--- src/rtl/johnson_pkg.sv ---
// johnson_pkg: shared legality check, popcount-based index mapping and index-width helper for the Johnson counter
package johnson_pkg;
  localparam int MAX_W = 32;
  function automatic int idx_width(input int w);
    return $clog2(2 * w);
  endfunction
  function automatic logic is_johnson(input logic [MAX_W-1:0] v, input int w);
    int n;
    n = 0;
    for (int i = 0; i < MAX_W - 1; i++)
      if (i < w - 1 && v[i] != v[i+1]) n++;
    return n <= 1;
  endfunction
  function automatic int johnson_index(input logic [MAX_W-1:0] v, input int w);
    int p;
    p = 0;
    for (int i = 0; i < MAX_W; i++) p += int'(v[i]);
    return v == '0 ? 0 : v[0] ? p : 2 * w - p;
  endfunction
endpackage

--- src/rtl/johnson_decode.sv ---
// johnson_decode: combinational decode of a ring value q into idx, one-hot dec, terminal count tc and illegal flag
module johnson_decode
  import johnson_pkg::*;
#(
  parameter int WIDTH = 4,
  localparam int IW = idx_width(WIDTH),
  localparam int N = 2 * WIDTH
) (
  input  logic [WIDTH-1:0] q,
  output logic [IW-1:0]    idx,
  output logic [N-1:0]     dec,
  output logic             tc,
  output logic             illegal
);
  logic legal;
  always_comb begin
    legal = is_johnson(MAX_W'(q), WIDTH);
    illegal = !legal;
    idx = legal ? IW'(johnson_index(MAX_W'(q), WIDTH)) : '0;
    dec = legal ? {{(N-1){1'b0}}, 1'b1} << idx : '0;
    tc = legal && idx == IW'(N - 1);
  end
endmodule

--- src/rtl/johnson_counter.sv ---
// johnson_counter: free-running self-recovering Johnson ring; clk, rst (async active-low) in; q, idx, dec, tc, illegal out
module johnson_counter
  import johnson_pkg::*;
#(
  parameter int WIDTH = 4,
  localparam int IW = idx_width(WIDTH)
) (
  input  logic               clk,
  input  logic               rst,
  output logic [WIDTH-1:0]   q,
  output logic [IW-1:0]      idx,
  output logic [2*WIDTH-1:0] dec,
  output logic               tc,
  output logic               illegal
);
  logic [WIDTH-1:0] ring_q, ring_d;
  always_comb ring_d = illegal ? '0 : {ring_q[WIDTH-2:0], ~ring_q[WIDTH-1]};
  always_ff @(posedge clk or negedge rst)
    if (!rst) ring_q <= '0;
    else ring_q <= ring_d;
  assign q = ring_q;
  johnson_decode #(.WIDTH(WIDTH)) u_dec (
    .q(ring_q),
    .idx(idx),
    .dec(dec),
    .tc(tc),
    .illegal(illegal)
  );
endmodule

--- config.mk ---
export PLATFORM = sky130hd
export DESIGN_NAME = johnson_counter
export DESIGN_NICKNAME = d
export VERILOG_FILES = /design/src/rtl/johnson_pkg.sv /design/src/rtl/johnson_decode.sv /design/src/rtl/johnson_counter.sv
export SDC_FILE = /design/constraint.sdc
export NUM_CORES = 1
export LEC_CHECK = 0
export BUFFER_PORTS_ARGS = -buffer_cell sky130_fd_sc_hd__buf_2
export CAP_MARGIN = 0
export CORE_UTILIZATION = 29
export CTS_CLUSTER_SIZE = 14
export DETAILED_ROUTE_END_ITERATION = 6
export PLACE_DENSITY = 0.53
export SYNTH_ARGS = -nofsm -noshare
export SYNTH_HDL_FRONTEND = slang
export SYNTH_SLANG_ARGS = --single-unit
--- constraint.sdc ---
create_clock -name clk -period 4.49 [get_ports clk]
set_input_delay 0.2245 -clock clk [delete_from_list [all_inputs] [get_ports clk]]
set_output_delay 0.2245 -clock clk [all_outputs]
set_load 0.02 [all_outputs]
### After elaboration in Yosys (flattened, before gate mapping)

Index checks and enable logic that the tools add are counted.

| operators by class | value |
|---|---|
| $add $sub $neg | 6 |
| $mul | 0 |
| divide/modulo/power cells | 0 |
| magnitude comparators | 1 |
| equal/unequal tests | 4 |
| shifts and indexed selects | 1 |
| muxes and demuxes | 8 |
| bitwise operators | 1 |
| reduce and logical (&&, ||, !) cells | 3 |

Operators with widths:

| cell | count |
|---|---|
| $add A32 B2 Y32 const B | 2 |
| $mux W32 | 2 |
| $le A32 B2 Y1 const B | 1 |
| $mux W3 | 3 |
| $mux W8 | 1 |
| $shl A1 B3 Y8 const A | 1 |
| $add A3 B2 Y3 | 2 |
| $logic_not A4 Y1 | 1 |
| $mux W4 | 1 |
| $eq A3 B3 Y1 const B | 1 |
| $ne A1 B1 Y1 | 3 |
| $sub A1 B3 Y3 const A | 1 |
| $add A1 B1 Y2 | 1 |
| $logic_and A1 B1 Y1 | 1 |
| $logic_not A1 Y1 | 1 |
| $mux W1 | 1 |
| $not A1 Y1 | 1 |

| storage, ports and cells | value |
|---|---|
| register bits | 4 |
| latch bits | 0 |
| RAM bits | 0 |
| bits in read-only memories | 0 |
| bits of input ports | 2 |
| output and inout port bits | 17 |
| logic and storage cells | 25 |
| memories kept | 0 |

### Logic depth before layout (Yosys ltp)

Gate-level depths: netlist of run 1.

| depth | value |
|---|---|
| depth after elaboration | 10 |
| gate-level depth with buffers | 12 |
| mapped depth without buffers | 11 |

### Cells and area by module

Synthesis of run 1 repeated with hierarchy kept, for this count alone.

| unflattened totals | value |
|---|---|
| cells, all modules | 51 |
| area total of the unflattened synthesis | 460.4 sq um |

Modules (own cells, without submodules):

| module | instances | cells each | area each (sq um) | seq. area each (sq um) |
|---|---|---|---|---|
| johnson_decode | 1 | 43 | 337.8 | 0.0 |
| johnson_counter | 1 | 8 | 122.6 | 100.1 |

### Least setup slack after synthesis of run 1

OpenSTA, ideal clock, no wires.

| path | value |
|---|---|
| path type | flip-flop to output port |
| from | register ring_q[0], in the netlist q[0] |
| to | output port dec[7] |
| arrival time | 3067 ps |
| required time | 4266 ps |
| setup slack | 1198 ps |
| stages on the path, launching flop included | 13 |
| buffers on the path | 1 |
| path through | dfrtp_1 inv_1 ha_1 inv_1 fa_1 inv_1 ha_1 inv_1 ha_1 o21a_1 o21ai_0 nor4_1 buf_4 |

| on the way | value |
|---|---|
| longest elaborated chain between the ends | 10 |
| elaborated cells between the ends (all ways) | 17 |
| those cells by class | 6 x add/sub; 1 x order compare; 1 x eq/ne; 1 x shift; 7 x mux; 1 x reduce/logical |

RTL lines:

| what | line | text |
|---|---|---|
| start: declaration | johnson_counter.sv:16 | `logic [WIDTH-1:0] ring_q, ring_d;` |
| start signal: assignment | johnson_counter.sv:20 | `else ring_q <= ring_d;` |
| $ne A1 B1 Y1 | johnson_pkg.sv:11 | `if (i < w - 1 && v[i] != v[i+1]) n++;` |
| $mux W1 | johnson_pkg.sv:11 |  |
| $add A32 B2 Y32 | johnson_pkg.sv:11 |  |
| $mux W32 | johnson_pkg.sv:11 |  |
| $add A32 B2 Y32 | johnson_pkg.sv:11 |  |
| $mux W32 | johnson_pkg.sv:11 |  |
| $le A32 B2 Y1 | johnson_pkg.sv:12 | `return n <= 1;` |
| $mux W3 | johnson_decode.sv:19 | `idx = legal ? IW'(johnson_index(MAX_W'(q), WIDTH)) : '0;` |
| $shl A1 B3 Y8 | johnson_decode.sv:20 | `dec = legal ? {{(N-1){1'b0}}, 1'b1} << idx : '0;` |
| $mux W8 * | johnson_decode.sv:20 |  |
| end: declaration | johnson_counter.sv:12 | `output logic [2*WIDTH-1:0] dec,` |

Mark *: on every way between the ends. The rest lies on a longest branch, timed or not.

### Worst setup path in the final report of run 1

| path | value |
|---|---|
| from | register ring_q[0], in the netlist q[0] |
| to | output port dec[0] |

The elaborated chain is that of the path after synthesis.

==> results_dict.tcl, run 1 <==
set metrics [dict create \
    status "complete, no violations" \
    worst-path-stages 12 \
    r2r_cells 6 \
    port_buffers 18 \
    ant_nets 0 \
    critPathLaunchType "flop" \
    dr_wl_met2_um 374 \
    pwr-share-seq_pct 45.3 \
    h-tree-depth 1 \
    p_leak_uw 0.0003133 \
    area_growth_pct 28.93 \
    die_area_sq_um 1697 \
    clock_path_buffers 2 \
    setup_viol_count_final 0 \
    dr_wl_met3_um 65 \
    crit_path_start "q[0]$_DFF_PN0_" \
    synth_warnings 0 \
    rrSetupSlack_ps 2620 \
    p_switching_uw 13.18 \
    grt_pass1_wl_um 1248 \
    end_kind "output port" \
    syn_nets 61 \
    dp_hpwl_um 692 \
    drive_gt1_share_pct 38.03 \
    wl_per_cell_um 9.965 \
    cts_tree "done" \
    drt_iter0_drc 6 \
    finalHoldViolations 0 \
    grt_antenna_before_repair 0 \
    root_buffer "clkbuf_4" \
    synth_seq_cells 4 \
    path_cells "inv_1 -> ha_1 -> inv_1 -> fa_1 -> inv_1 -> ha_1 -> inv_1 -> ha_1 -> mux2i_2 -> a21oi_1 -> nor3_1 -> buf_2" \
    clkPwrFrac_pct 52.7 \
    worstReg2RegEnd "q[1]$_DFF_PN0_" \
    power_uw 80.08 \
    maxCapViolCount 0 \
    via_per_inst 4.581 \
    grt_setup_unrepaired "false" \
    required_ps 4270 \
    clock_skew_ps 1.274 \
    min_period_ps 3142 \
    grt_usage_pct 11.41 \
    num_rows 13 \
    place_inst 82 \
    critical_path_class "flop to output port" \
    fin_nets 83 \
    syn_inst 51 \
    grt_max_degree 17 \
    ir_worst_vdd_uv 97.56 \
    netlist_area_sq_um 445.4 \
    fmax_mhz 318.2 \
    vias 394 \
    cts_sinks 4 \
    slew_headroom_pct 55.44 \
    ys_seq_area_share_pct 22.47 \
    num_io_pins 19 \
    clk_pin_slew_ps 30 \
    reg2reg_from "q[0]$_DFF_PN0_" \
    routed_wl_um 857 \
    core_area_sq_um 1366 \
    finalCritPeriodShare_pct 69.99 \
    cpMostUsedCell "inv_1" \
    drc 0 \
    place_area_sq_um 541.8 \
    utilization_pct 42.03 \
    critPathArrivalTime_ps 2920 \
    antenna_cells 0 \
    power_density_nw_per_um2 139.4 \
    worst_pin_slew_ps 664.5 \
    grt_pass1_vias 325 \
    worst-path-buf-inv 5 \
    cts_buffers 3 \
    drt-met1-wl_um 417 \
    ys_types 22 \
    worstSkewPairLatency_ps 230 \
    initial_core_util_pct 32.60 \
    die_h_um 41.19 \
    slowest_stage "dfrtp_1" \
    largest_register_ff_count 4 \
    drtPass1Iterations 4 \
    gp_congestion 0.6772 \
    syn_avg_cell_area_sq_um 8.734 \
    p_comb_share_pct 2.0 \
    dr.max_layer_used "met3" \
    internal_power_uw 66.89 \
    die_w_um 41.19 \
    cp_max_fo 8 \
    slew_violations 0 \
    stdcell_area_sq_um 574.3 \
    fin_setup_tns_ps 0 \
    holdCritPathClass "input pin to asynchronous set/reset pin" \
    critical-path-top-delay-family "adder cells" \
    grt_overflow 0 \
    fin_cells 86 \
    slowest_delay_ps 430 \
    swShare_pct 16.46 \
]
what timing repair did:
action                    CTS  global route
hold buffers                1             0
gates resized for setup     0             0
hold endpoints to repair    4             0
setup buffers               0             0
per-layer routing:
layer,GRT usage [%],vias to the layer above
li1,-,211
met3,0,0
met4,7.258,0
met2,21.48,18
met1,12.42,165
met5,0,-
synthesized netlist by cell type:
cell | instances | share of area, %
inv_1 | 9 | 7.6
xor2_1 | 1 | 2.0
o21a_2 | 1 | 2.0
nor3_1 | 4 | 4.5
nand2b_1 | 2 | 2.8
ha_1 | 7 | 20
o21a_1 | 1 | 1.7
mux2i_2 | 1 | 3.1
and4bb_2 | 1 | 2.8
nor4_2 | 1 | 2.8
nor4b_2 | 1 | 3.4
fa_1 | 1 | 4.5
nand2_1 | 2 | 1.7
o21ai_0 | 1 | 1.1
and2_1 | 1 | 1.4
dfrtp_1 | 4 | 22
buf_4 | 1 | 1.7
buf_2 | 1 | 1.1
nor4_1 | 3 | 4.2
a21oi_1 | 1 | 1.1
nor2_1 | 6 | 5.1
o2bb2ai_2 | 1 | 3.4
cell usage in the layout, fill, tap and decap left out, drive strengths merged:
cell type	netlist	layout
a21oi	1	1
nand2	2	2
dfrtp	4	4
o21a	2	2
inv	9	9
nand2b	2	2
nor4b	1	1
fa	1	1
buf	2	18
and4bb	1	1
mux2i	1	1
o2bb2ai	1	1
nor4	4	4
ha	7	7
o21ai	1	1
clkbuf	0	3
nor3	4	4
and2	1	1
dlygate4sd3	0	1
nor2	6	6
xor2	1	1
through the flow:
stage | worst slack [ps] | hold slack (ps)
after floorplan | 1198 | -71.09
after global routing | 1122 | 338.7
final | 1348 | 329.0
after detailed placement | 1574 | 33.29
after global placement | 1584 | 32.01
after CTS | 1319 | 321.6
cell type report:
class                   count  area (sq um)
inverters                   9         33.78
clock buffers               3         22.52
flip-flops and latches      4         100.1
well taps                  15         18.77
fillers                   150         792.0
repair buffers             19         100.1
multi-input cells          36         299.0
kinds of logic (layout without fill, tap and decap cells):
logic type	count (synthesis)	after routing	share of synthesized area [%]
adders and majority gates	8	8	24.16
DFF	4	4	22.47
muxes	1	1	3.089
and+or+nand+nor	21	21	28.65
AOI/OAI and AO/OA	5	5	9.268
xor gates and xnor gates	1	1	1.967
buffers and inverters	11	31	10.39
worst max path at each step:
stage                   to  slack [ps]
floorplan           dec[7]        1200
global placement    dec[0]        1580
detailed placement  dec[4]        1570
CTS                 dec[4]        1320
global route        dec[4]        1120
finish              dec[0]        1350
power groups by stage:
stage          Sequential [uW]  Combinational, uW  Clock (uW)
4_1_cts                   36.3               1.67        45.1
5_1_grt                   36.2               1.81        46.9
3_3_place_gp              36.7              0.991           0
6_report                  36.3               1.62        42.2
2_1_floorplan             36.7           0.000166           0
3_5_place_dp              36.7               1.01           0
(Power assumes the default switching activity.)
==> inputs of run 2 (changes only) <==
--- a/config.mk
+++ b/config.mk
@@ -5,12 +5,13 @@
 export SDC_FILE = /design/constraint.sdc
 export NUM_CORES = 1
 export LEC_CHECK = 0
+export ABC_AREA = 1
 export BUFFER_PORTS_ARGS = -buffer_cell sky130_fd_sc_hd__buf_2
 export CAP_MARGIN = 0
 export CORE_UTILIZATION = 29
 export CTS_CLUSTER_SIZE = 14
 export DETAILED_ROUTE_END_ITERATION = 6
-export PLACE_DENSITY = 0.53
+export PLACE_DENSITY = 0.52
 export SYNTH_ARGS = -nofsm -noshare
 export SYNTH_HDL_FRONTEND = slang
 export SYNTH_SLANG_ARGS = --single-unit
==> constraint.sdc (replaced) <==
create_clock -name clk -period 2.95 [get_ports clk]
set_input_delay 0.1475 -clock clk [delete_from_list [all_inputs] [get_ports clk]]
set_output_delay 0.1475 -clock clk [all_outputs]
set_load 0.02 [all_outputs]
==> run 2 against run 1 <==
The run now ends with design-rule violations left. Critical path depth grew 3. Clock power grew 57%. Sequential share of layout area shrank 1.8 points. Wire length grew 12%. Final area grew 13%. Via count grew 19%. Area after synthesis grew 12%. Combinational power grew 53%. Largest cell class unchanged.
==> results_dict.tcl, run 2 <==
set metrics [dict create \
    swShare_pct 17.77 \
    failed_checks "design-rule violations" \
    ys_seq_area_share_pct 20.10 \
    p_switching_uw 22.03 \
    grt_overflow 0 \
    worst-path-buf-inv 5 \
    min_period_ps 2766 \
    dp_hpwl_um 825.2 \
    drc 5 \
    ant_nets 0 \
    critical-path-top-delay-family "adder cells" \
    largest_register_ff_count 4 \
    vias 469 \
    setup_viol_count_final 0 \
    synth_seq_cells 4 \
    critPathArrivalTime_ps 2620 \
    synthTopCellsByCount "nor2_1, inv_1, ha_1, nand2_1" \
    worstReg2RegEnd "q[1]$_DFF_PN0_" \
    fin_nets 105 \
    clock_path_buffers 2 \
    seqCellArea_sq_um 101.3 \
    syn_avg_cell_area_sq_um 7.114 \
    final_common_cell "buf_2" \
    power_uw 124.0 \
    rrSetupSlack_ps 1360 \
    synth_top_area_share_pct 20.10 \
    cts_sinks 4 \
    cpMostUsedCell "inv_1" \
    required_ps 2800 \
    crit_end "tc" \
    slew_headroom_pct 84.41 \
    slew_violations 0 \
    synth_ff_type "dfrtp_1" \
    crit_path_start "q[1]$_DFF_PN0_" \
    reg2reg_from "q[1]$_DFF_PN0_" \
    syn_nets 80 \
    num_io_pins 19 \
    synth.area.top_cells "dfrtp_1, ha_1, nor2_1" \
    clk_pin_slew_ps 40 \
    wl_per_cell_um 8.789 \
    grt_usage_pct 12.11 \
    root_buffer "clkbuf_4" \
    ir_worst_vdd_uv 157.8 \
    r2r_cells 8 \
    clock_skew_ps 3.900 \
    grt_pass1_vias 455 \
    ys_types 17 \
    status "finished with violations" \
    finalHoldViolations 0 \
    path_cells "inv_1 -> ha_1 -> inv_1 -> fa_1 -> inv_1 -> ha_1 -> inv_1 -> ha_1 -> nor2_2 -> nand2_2 -> nand2_2 -> nor2_4 -> nand2_2 -> nor2_1 -> buf_2" \
    nFillCells 185 \
    synth_top_cell_by_area "dfrtp_1" \
    critical_path_class "flop to output port" \
    slowest_stage "dfrtp_1" \
    via_per_inst 4.303 \
    initial_core_util_pct 31.94 \
    syn_inst 70 \
    p_comb_share_pct 2.0 \
    layout_common_cells "buf_2, nor2_1, inv_1" \
    h-tree-depth 1 \
    grt_max_degree 10 \
    cts_buffers 3 \
    core_area_sq_um 1559 \
    netlist_area_sq_um 498.0 \
    pwr-share-seq_pct 44.5 \
    slowest_delay_ps 390 \
    multi_input_area_sq_um 330.3 \
    place_inst 103 \
    worstSkewPairLatency_ps 230 \
    maxCapViolCount 0 \
    worst-path-stages 15 \
    holdCritPathClass "input pin to asynchronous set/reset pin" \
    worst_pin_slew_ps 233.0 \
    area_growth_pct 30.40 \
    die_h_um 43.44 \
    num_rows 14 \
    clkPwrFrac_pct 53.5 \
    cp_max_fo 4 \
    synth_edf_count 0 \
    internal_power_uw 101.9 \
    grt_antenna_before_repair 0 \
    drt_iter0_drc 12 \
    port_buffers 18 \
    die_area_sq_um 1887 \
    p_leak_uw 0.0004152 \
    antenna_cells 0 \
    gp_congestion 0.7179 \
    grt_setup_unrepaired "false" \
    fin_setup_tns_ps 0 \
    critPathLaunchType "flop" \
    drive_gt1_share_pct 40.86 \
    routed_wl_um 958 \
    finalCritPeriodShare_pct 93.75 \
    cts_tree "done" \
    synthArstFlopShare_pct 100.0 \
    die_w_um 43.44 \
    drtPass1Iterations 5 \
    power_density_nw_per_um2 190.9 \
    end_kind "output port" \
    grt_pass1_wl_um 1725 \
    fin_cells 109 \
    synth_warnings 0 \
    synth_most_common_cell "nor2_1" \
    fmax_mhz 361.6 \
]
run 2: changes by cell type in the layout (fill, tap and decap cells not counted), sizes merged, moves of 2 or more:
cell / delta
nand3: +5
nor3: -4
nand2b: -2
inv: +7
buf: +2
o21a: -2
nor2: +14
nor4: -4
nand2: +10
run 2: final cells by class:
class / count / area share [%]
inverters: 16 / 9.249
well taps: 16 / 3.083
multi-input cells: 49 / 50.87
clock buffers: 3 / 3.468
repair buffers: 21 / 17.73
flip-flops and latches: 4 / 15.61
run 2: kinds of logic after synthesis:
logic type	share of synthesized area (%)
simple gates	37.18
buf+inv	13.57
fa+ha+maj	21.61
flops	20.10
compound gates	5.779
xor+xnor	1.759
run 2: metal layers:
layer	GRT usage [%]	routed length [um]
met1	13.81	423
met5	0	0
met3	0	62
met4	7.500	0
met2	22.42	472
run 2: how the worst min path moves through the flow:
stage / startpoint / to / slack (ps) / cells after the start
2_1_floorplan: rst / q[0]$_DFF_PN0_ / -150 / 0
3_3_place_gp: rst / q[2]$_DFF_PN0_ / -50 / 1
3_5_place_dp: rst / q[2]$_DFF_PN0_ / -40 / 1
4_1_cts: rst / q[2]$_DFF_PN0_ / 230 / 2
5_1_grt: rst / q[3]$_DFF_PN0_ / 280 / 2
6_report: rst / q[2]$_DFF_PN0_ / 260 / 2
run 2: what timing repair did:
action / in CTS / in global routing
gates resized for setup: 0 / 1
hold buffers: 1 / 0
hold endpoints to repair: 4 / 0
setup buffers: 0 / 2
setup endpoints to repair: 0 / 9
run 2: per-stage QoR:
step	hold slack [ps]	worst slack, ps	utilization [%]	cell area [sq um]
4_1_cts	227.3	76.45	40.61	633.1
3_3_place_gp	-46.20	369.6	38.52	600.6
6_report	256.7	184.5	41.65	649.4
2_1_floorplan	-148.1	120.4	-	498.0
3_5_place_dp	-43.96	334.6	38.52	600.6
5_1_grt	281.4	6.496	41.65	649.4
run 2: power groups by stage:
stage,registers [uW],logic [uW],clock network [uW]
final,55.2,2.48,66.3
after global routing,55.1,3.07,72.9
after CTS,55.2,2.49,71.9
after detailed placement,55.9,1.54,0
after global placement,55.9,1.47,0
after floorplan,55.9,0.000253,0
